--- src/rtl/imm_encoder.sv ---
// imm_encoder
//
// Packs an immediate value into the RISC-V immediate fields of a 32-bit
// template instruction (the inverse of the decode-side immediate select).
// A "load immediate" (LI) select builds a LUI+ADDI pair that loads
// ID + i_thread_index into register rd. One registered output stage with
// valid/ready handshakes on both sides.
//
// Ports:
//   clk            : clock, rising edge
//   resetn         : asynchronous active-low reset
//   i_valid/o_ready: request handshake
//   i_imm_sel      : 0 U, 1 I, 2 S, 3 B, 4 J, 5 LI, 6/7 reserved
//   i_imm          : immediate (ignored for LI)
//   i_template     : instruction template (ignored for LI)
//   i_rd           : destination register for LI
//   i_thread_index : thread index for LI
//   o_valid/i_ready: output handshake
//   o_instruction  : encoded instruction word
//   o_last         : last word of the current request
//   o_range_err    : immediate out of range or misaligned
//
// Optional feature macro: IMM_ENC_COMPRESS_LI_EN
//   When defined, LI emits a single word whenever the value fits in one
//   ADDI (from x0) or one LUI.

module imm_encoder #(
  parameter logic [31:0] ID          = 32'h0,
  parameter int          NUM_THREADS = 16,
  localparam int         TIW         = (NUM_THREADS > 1) ? $clog2(NUM_THREADS) : 1
) (
  input  logic           clk,
  input  logic           resetn,
  input  logic           i_valid,
  output logic           o_ready,
  input  logic [2:0]     i_imm_sel,
  input  logic [31:0]    i_imm,
  input  logic [31:0]    i_template,
  input  logic [4:0]     i_rd,
  input  logic [TIW-1:0] i_thread_index,
  output logic           o_valid,
  input  logic           i_ready,
  output logic [31:0]    o_instruction,
  output logic           o_last,
  output logic           o_range_err
);

  typedef enum logic {
    S_IDLE,
    S_LI_LO
  } state_t;

  localparam logic [6:0] OP_LUI    = 7'b0110111;
  localparam logic [6:0] OP_OP_IMM = 7'b0010011;

  state_t      state_q, state_d;
  logic        valid_q, valid_d;
  logic [31:0] instr_q, instr_d;
  logic        last_q, last_d;
  logic        err_q, err_d;
  logic [31:0] pend_q, pend_d;

  logic        accept;
  logic [31:0] li_v;
  logic [19:0] li_hi;
  logic [31:0] li_lui;
  logic [31:0] li_addi;

  logic [31:0] enc_word;
  logic        enc_last;
  logic        enc_err;
  logic        enc_two;
  logic [31:0] enc_pend;

  assign o_ready = (!valid_q || i_ready) && (state_q == S_IDLE);
  assign accept  = i_valid && o_ready;

  // The ADDI sign-extends its 12-bit operand, so the upper part is rounded
  // up whenever bit 11 of the value is set.
  assign li_v    = ID + {{(32-TIW){1'b0}}, i_thread_index};
  assign li_hi   = li_v[31:12] + {19'b0, li_v[11]};
  assign li_lui  = {li_hi, i_rd, OP_LUI};
  assign li_addi = {li_v[11:0], i_rd, 3'b000, i_rd, OP_OP_IMM};

  // Field packing and range checks for the request being presented.
  always_comb begin
    enc_word = i_template;
    enc_last = 1'b1;
    enc_err  = 1'b0;
    enc_two  = 1'b0;
    enc_pend = 32'h0;
    case (i_imm_sel)
      3'd0: begin
        enc_word = {i_imm[31:12], i_template[11:0]};
        enc_err  = |i_imm[11:0];
      end
      3'd1: begin
        enc_word = {i_imm[11:0], i_template[19:0]};
        enc_err  = !((&i_imm[31:11]) || !(|i_imm[31:11]));
      end
      3'd2: begin
        enc_word = {i_imm[11:5], i_template[24:12], i_imm[4:0], i_template[6:0]};
        enc_err  = !((&i_imm[31:11]) || !(|i_imm[31:11]));
      end
      3'd3: begin
        enc_word = {i_imm[12], i_imm[10:5], i_template[24:12], i_imm[4:1],
                    i_imm[11], i_template[6:0]};
        enc_err  = !((&i_imm[31:12]) || !(|i_imm[31:12])) || i_imm[0];
      end
      3'd4: begin
        enc_word = {i_imm[20], i_imm[10:1], i_imm[11], i_imm[19:12],
                    i_template[11:0]};
        enc_err  = !((&i_imm[31:20]) || !(|i_imm[31:20])) || i_imm[0];
      end
      3'd5: begin
`ifdef IMM_ENC_COMPRESS_LI_EN
        // Values within the signed 12-bit range need only ADDI rd,x0,lo;
        // values with a zero low part need only the LUI.
        if ((&li_v[31:11]) || !(|li_v[31:11])) begin
          enc_word = {li_v[11:0], 5'd0, 3'b000, i_rd, OP_OP_IMM};
        end else if (li_v[11:0] == 12'h0) begin
          enc_word = li_lui;
        end else begin
          enc_word = li_lui;
          enc_last = 1'b0;
          enc_two  = 1'b1;
          enc_pend = li_addi;
        end
`else
        enc_word = li_lui;
        enc_last = 1'b0;
        enc_two  = 1'b1;
        enc_pend = li_addi;
`endif
      end
      default: begin
        enc_word = i_template;
        enc_err  = 1'b1;
      end
    endcase
  end

  // Output register / LI sequencing. The pending ADDI moves into the output
  // register in the same cycle the LUI transfers, so the pair has no bubble.
  always_comb begin
    state_d = state_q;
    valid_d = valid_q;
    instr_d = instr_q;
    last_d  = last_q;
    err_d   = err_q;
    pend_d  = pend_q;
    if (valid_q && i_ready) begin
      valid_d = 1'b0;
    end
    if ((state_q == S_LI_LO) && valid_q && i_ready) begin
      valid_d = 1'b1;
      instr_d = pend_q;
      last_d  = 1'b1;
      err_d   = 1'b0;
      pend_d  = 32'h0;
      state_d = S_IDLE;
    end else if (accept) begin
      valid_d = 1'b1;
      instr_d = enc_word;
      last_d  = enc_last;
      err_d   = enc_err;
      if (enc_two) begin
        pend_d  = enc_pend;
        state_d = S_LI_LO;
      end
    end
  end

  always_ff @(posedge clk or negedge resetn) begin
    if (!resetn) begin
      state_q <= S_IDLE;
      valid_q <= 1'b0;
      instr_q <= 32'h0;
      last_q  <= 1'b0;
      err_q   <= 1'b0;
      pend_q  <= 32'h0;
    end else begin
      state_q <= state_d;
      valid_q <= valid_d;
      instr_q <= instr_d;
      last_q  <= last_d;
      err_q   <= err_d;
      pend_q  <= pend_d;
    end
  end

  assign o_valid       = valid_q;
  assign o_instruction = instr_q;
  assign o_last        = last_q;
  assign o_range_err   = err_q;

endmodule

--- config.mk ---
export PLATFORM = sky130hd
export DESIGN_NAME = imm_encoder
export DESIGN_NICKNAME = d
export VERILOG_FILES = /design/src/rtl/imm_encoder.sv
export SDC_FILE = /design/constraint.sdc
export NUM_CORES = 1
export LEC_CHECK = 0
export CAP_MARGIN = 10
export CORE_ASPECT_RATIO = 2
export CORE_UTILIZATION = 39
export CTS_CLUSTER_SIZE = 8
export DETAILED_ROUTE_END_ITERATION = 8
export PLACE_DENSITY_LB_ADDON = 0.08
export SKIP_CTS_REPAIR_TIMING = 1
export SYNTH_ARGS = -nofsm -noshare
export SYNTH_HDL_FRONTEND = slang
export SYNTH_SLANG_ARGS = --single-unit
--- constraint.sdc ---
create_clock -name clk -period 1.3 [get_ports clk]
set_input_delay 0.195 -clock clk [delete_from_list [all_inputs] [get_ports clk]]
set_output_delay 0.195 -clock clk [all_outputs]
set_load 0.01 [all_outputs]
; ---- Word level (Yosys, flattened, before mapping)
; Index checks and enable logic that the tools add are counted.
[classes]
muxes = 20
magnitude_cmp = 0
n_eq_ne = 5
mul = 0
n_addsub = 0
n_shift = 0
bitwise_logic = 1
n_reduce_logical = 31
n_div = 0
[ops]
columns = cell, n
row1 = one-hot mux 32 bit (6 select lines), 1
row2 = 2-to-1 mux 32 bit, 5
row3 = 2-to-1 mux 24 bit, 1
row4 = OR reduction 12 bit, 2
row5 = AND reduction 21 bit, 1
row6 = OR reduction 21 bit, 1
row7 = AND reduction 20 bit, 1
row8 = OR reduction 20 bit, 1
row9 = 2-to-1 mux 1 bit, 12
row10 = AND reduction 12 bit, 1
row11 = zero test 1 bit, 7
row12 = "== test 3 x 2 -> 1 bit, second input constant", 2
row13 = "== test 3 bit, second input constant", 2
row14 = logical OR 1 bit, 6
row15 = logical AND 1 bit, 5
row16 = one-hot mux 1 bit (5 select lines), 1
row17 = nonzero test 2 bit, 2
row18 = "== test 3 x 1 -> 1 bit, second input constant", 1
row19 = zero test 3 bit, 1
row20 = nonzero test 3 bit, 1
row21 = AND reduction 2 bit, 1
row22 = OR reduction 2 bit, 1
row23 = inverter 1 bit, 1
[totals]
ram_bits = 0
latch_bits = 0
mem_count = 0
regBits = 68
romBits = 0
word_cells = 63

; ---- Depth between registers and ports, before layout
[depth]
word_depth = 8
mapped_depth = 7
mapped_depth_nobuf = 5

; ---- Worst setup path after synthesis
; No wires, ideal clock.
[synth_path]
kind = reg-to-reg
startpoint = reg state_q
endpoint = reg instr_q[20] (netlist: o_instruction[20])
path_stages_with_launch = 6
path_slack_ns = -0.134
t_required_ns = 1.160
arrival_time_ns = 1.294
cell_sequence = dfrtp_1 > nand2b_1 > nand2b_4 > buf_2 > a2111oi_1 > a31oi_1
[synth_via]
elab_chain_cells = 4
[synth_rtl]
columns = item, line
row1 = "start, declared", 56  ; state_t state_q, state_d;
row2 = "start signal, assigned", 183  ; state_q <= state_d;
row3 = inverter 1 bit, 75  ; assign o_ready = (!valid_q || i_ready) && (state_q == S_IDLE);
row4 = logical AND 1 bit, 75
row5 = logical AND 1 bit, 76  ; assign accept = i_valid && o_ready;
row6 = nonzero test 2 bit (no line), -
row7 = "end signal, assigned", 185  ; instr_q <= instr_d;
row8 = "end, declared", 58  ; logic [31:0] instr_q, instr_d;
; Parallel ways exist; a longest one is shown, timed or not.
; A chain may end at the register's enable or synchronous reset.

; ---- Worst setup path after layout
[layout_path]
startpoint = in i_imm[3]
endpoint = reg err_q (netlist: o_range_err)
[layout_via]
elab_chain_cells = 4
[layout_rtl]
columns = item, line
row1 = "start, declared", 37  ; input logic [31:0] i_imm,
row2 = OR reduction 12 bit, 95  ; enc_err = |i_imm[11:0];
row3 = one-hot mux 1 bit (5 select lines), 92  ; case (i_imm_sel)
row4 = 2-to-1 mux 1 bit, 162  ; end else if (accept) begin
row5 = 2-to-1 mux 1 bit, 155  ; if ((state_q == S_LI_LO) && valid_q && i_ready) begin
row6 = "end signal, assigned", 187  ; err_q <= err_d;
row7 = "end, declared", 60  ; logic err_q, err_d;
; Every way passes these cells. The select of a mux whose other input is x is not followed.

==> results.py <==
metrics = {
    "placement": {
        "gp_congestion": 0.9494,
        "port-buffer-count": 115,
        "place_inst": 564,
        "post-dp-hpwl_microns": 7535,
    },
    "sta": {
        "setup_violations": 36,
        "post-route-period-util": 1.234,
        "tightest_slew_ps": 541.4,
        "slew_headroom": 0.6391,
        "finalHoldViolations": 0,
        "period_needed_ps": 1604,
        "maxSlewViolCount": 0,
        "fin_skew_ps": 5.026,
        "rsz0062_at_grt": "yes",
        "fin_ws_ps": -304.3,
        "fmax_mhz": 623.3,
    },
    "floorplan": {
        "die_h_microns": 121.9,
        "start_util": 0.4038,
        "die_area_sq_um": 7550,
        "core_region_area_sq_um": 6940,
        "rows": 43,
        "io_pins": 116,
        "die_w_microns": 61.95,
    },
    "yosys": {
        "yosys.area.top_type": "dfrtp_1",
        "synth_nets": 395,
        "async_flop_share": 1.000,
        "seq_area_frac_synth": 0.4107,
        "yosysTopAreaCellShare": 0.4107,
        "post-synth-top-count-cell": "nand2_1",
        "yosys_register_bits": 46,
        "ys_types": 44,
        "synth.area.top_cells": "dfrtp_1 (41%), nand2_1 (7.5%), mux2_2 (6.4%)",
        "netlist_top_cells_count": "nand2_1 (56), dfrtp_1 (46), o21ai_0 (35), nor2_1 (18), mux2_2 (16)",
        "ys.flop_type": "dfrtp_1",
        "syn_area_sq_um": 2803,
        "syn_inst": 315,
        "synth_edf_count": 0,
        "synth-warning-count": 0,
        "syn_area_per_cell_sq_um": 8.897,
    },
    "clock_tree": {
        "clk_path_buf_depth": 2,
        "h-tree-depth": 2,
        "clk_latency_ps": 290,
        "root_buffer": "clkbuf_16",
        "cts.clk_slew.worst_paths_ps": 60,
        "cts_sinks": 46,
        "cts_tree": "built",
        "cts_buffers": 5,
    },
    "finish": {
        "fill_cells": 448,
        "drive_above_1_share": 0.3747,
        "nets": 580,
        "fin_cells": 589,
        "area_growth_pct": 92.95,
        "seq_area_sq_um": 1152,
        "antenna_cells": 0,
        "multi_input_area_sq_um": 1844,
    },
    "setup_path": {
        "crit_type": "in2reg",
        "startpoint_type": "input port",
        "cp_max_fo": 4,
        "arrival_ps": 1760,
        "required_ps": 1450,
        "crit_path_end_kind": "register",
    },
    "pwr": {
        "p_int_mw": 5.242,
        "powerDensity_nw_per_um2": 1504,
        "power_mw": 8.133,
        "p_leak_nw": 2.787,
        "p_comb_frac": 0.533,
        "seqPwrFrac": 0.314,
        "p_clk_frac": 0.153,
        "switching_share": 0.3555,
        "p_sw_mw": 2.891,
        "worst_ir_drop_vdd_uv": 1175,
    },
    "routing": {
        "wl_per_cell_microns": 19.28,
        "m1WireLength_microns": 3870,
        "num_vias": 3368,
        "post-route-drc-count": 0,
        "drtIter0Drc": 163,
        "top_layer_used": "met4",
        "wl_microns": 11360,
        "drt-pass1-iter-count": 5,
        "ant_nets": 0,
        "wl_met2_microns": 6229,
        "met3_length_microns": 602,
        "viasPerCell": 5.718,
    },
    "run": {
        "cap_violations": 0,
    },
    "global_routing": {
        "antenna_found_initial": 0,
        "grt_pass1_vias": 3071,
        "track_usage": 0.2698,
        "grt_pass1_wl_microns": 14730,
        "grt_max_degree": 36,
        "grt_overflow_total": 0,
    },
    "run_status": {
        "status": "finished with violations",
        "failed_checks": "setup timing",
    },
    "min_path": {
        "hp-class": "in2async",
    },
}
[placed cells by master (no fill, tap or decap), types with 4 or more instances in the layout]
cell type        count
buf_6               15
a222oi_1             6
dlymetal6s2s_1      49
o21ai_0              6
o21ai_1             13
dfrtp_1             45
nor4_1               4
a22oi_1              8
nor4_2               4
a21oi_2              4
buf_4               59
o211ai_1             5
a221oi_2             4
o21ai_2             23
a21oi_1             11
nor2_1              13
inv_1                4
nor3_4               4
nand2_1             49
buf_12               6
mux2i_1              4
mux2_2              16
a22oi_2              6
nand2_4              6
nand3_1              6
clkbuf_16           10
nand4_1              5
clkdlybuf4s50_1     63
[registers in the layout, indices dropped and copies added (netlist names)]
name,count
o_instruction,32
state_q,1
o_valid,1
o_range_err,1
o_last,1
pend_q,10
[worst max-delay path, cell delays in order]
cell and delay [ps]:
clkdlybuf4s50_1 490, nor4_1 490, a311o_1 240, o21ai_0 90, o21ai_2 120, o211ai_1 120
[power groups by stage]
| stage | clock network [mW] | logic [mW] | registers (mW) |
|---|---|---|---|
| finish | 1.25 | 4.34 | 2.55 |
| global route | 1.33 | 4.63 | 2.62 |
| CTS | 1.28 | 3.61 | 2.52 |
| detailed placement | 0 | 3.59 | 2.54 |
| global placement | 0 | 3.52 | 2.51 |
| floorplan | 0 | 1.25 | 2.70 |
[through the flow]
stage	TNS, ps	setup WS (ps)	cell area, sq um	util	hold slack [ps]
2_1_floorplan	-23.76	-23.76	2856	-	-100.6
3_3_place_gp	-22090	-581.4	4517	0.6508	103.5
3_5_place_dp	-23110	-617.6	4517	0.6508	107.9
4_1_cts	-13010	-420.3	4656	0.6708	-200.9
5_1_grt	-6086	-375.8	5408	0.7792	367.2
6_report	-4006	-304.3	5408	0.7792	335.2
[kinds of logic (layout without fill, tap and decap cells)]
group	after synthesis	after routing	share of synthesized area
buf+inv	29	213	0.06473
compound gates	101	101	0.2357
flops	46	46	0.4107
xor+xnor	1	1	0.003126
mux	23	23	0.09464
simple gates	115	115	0.1911
[per-layer routing]
metal	track usage	vias up
met4	0.1472	0
met1	0.2862	1638
met5	0	-
met3	0.04777	40
met2	0.4741	147
li1	-	1543
[path summary, 6_finish.rpt]
path | depth (start not counted) | slack, ps | startpoint | endpoint
max in group asynchronous | 3 | 460 | resetn | o_valid$_DFFE_PN0P_
min reg2reg | 2 | 470 | o_instruction[26]$_DFFE_PN0P_ | o_instruction[26]$_DFFE_PN0P_
min | 2 | 340 | resetn | o_instruction[30]$_DFFE_PN0P_
max | 6 | -300 | i_imm[3] | o_range_err$_DFFE_PN0P_
max reg2reg | 5 | -230 | state_q$_DFFE_PN0P_ | pend_q[17]$_DFFE_PN0P_
min in group clk | 4 | 430 | i_imm[7] | o_instruction[27]$_DFFE_PN0P_
[final cells by class]
class | instances | share of cell area
repair buffers | 202 | 0.3959
flip-flops and latches | 46 | 0.2131
inverters | 5 | 0.003471
multi-input cells | 240 | 0.3410
clock buffers | 6 | 0.02568
well taps | 90 | 0.02082
Power figures use the tool's default switching activity.
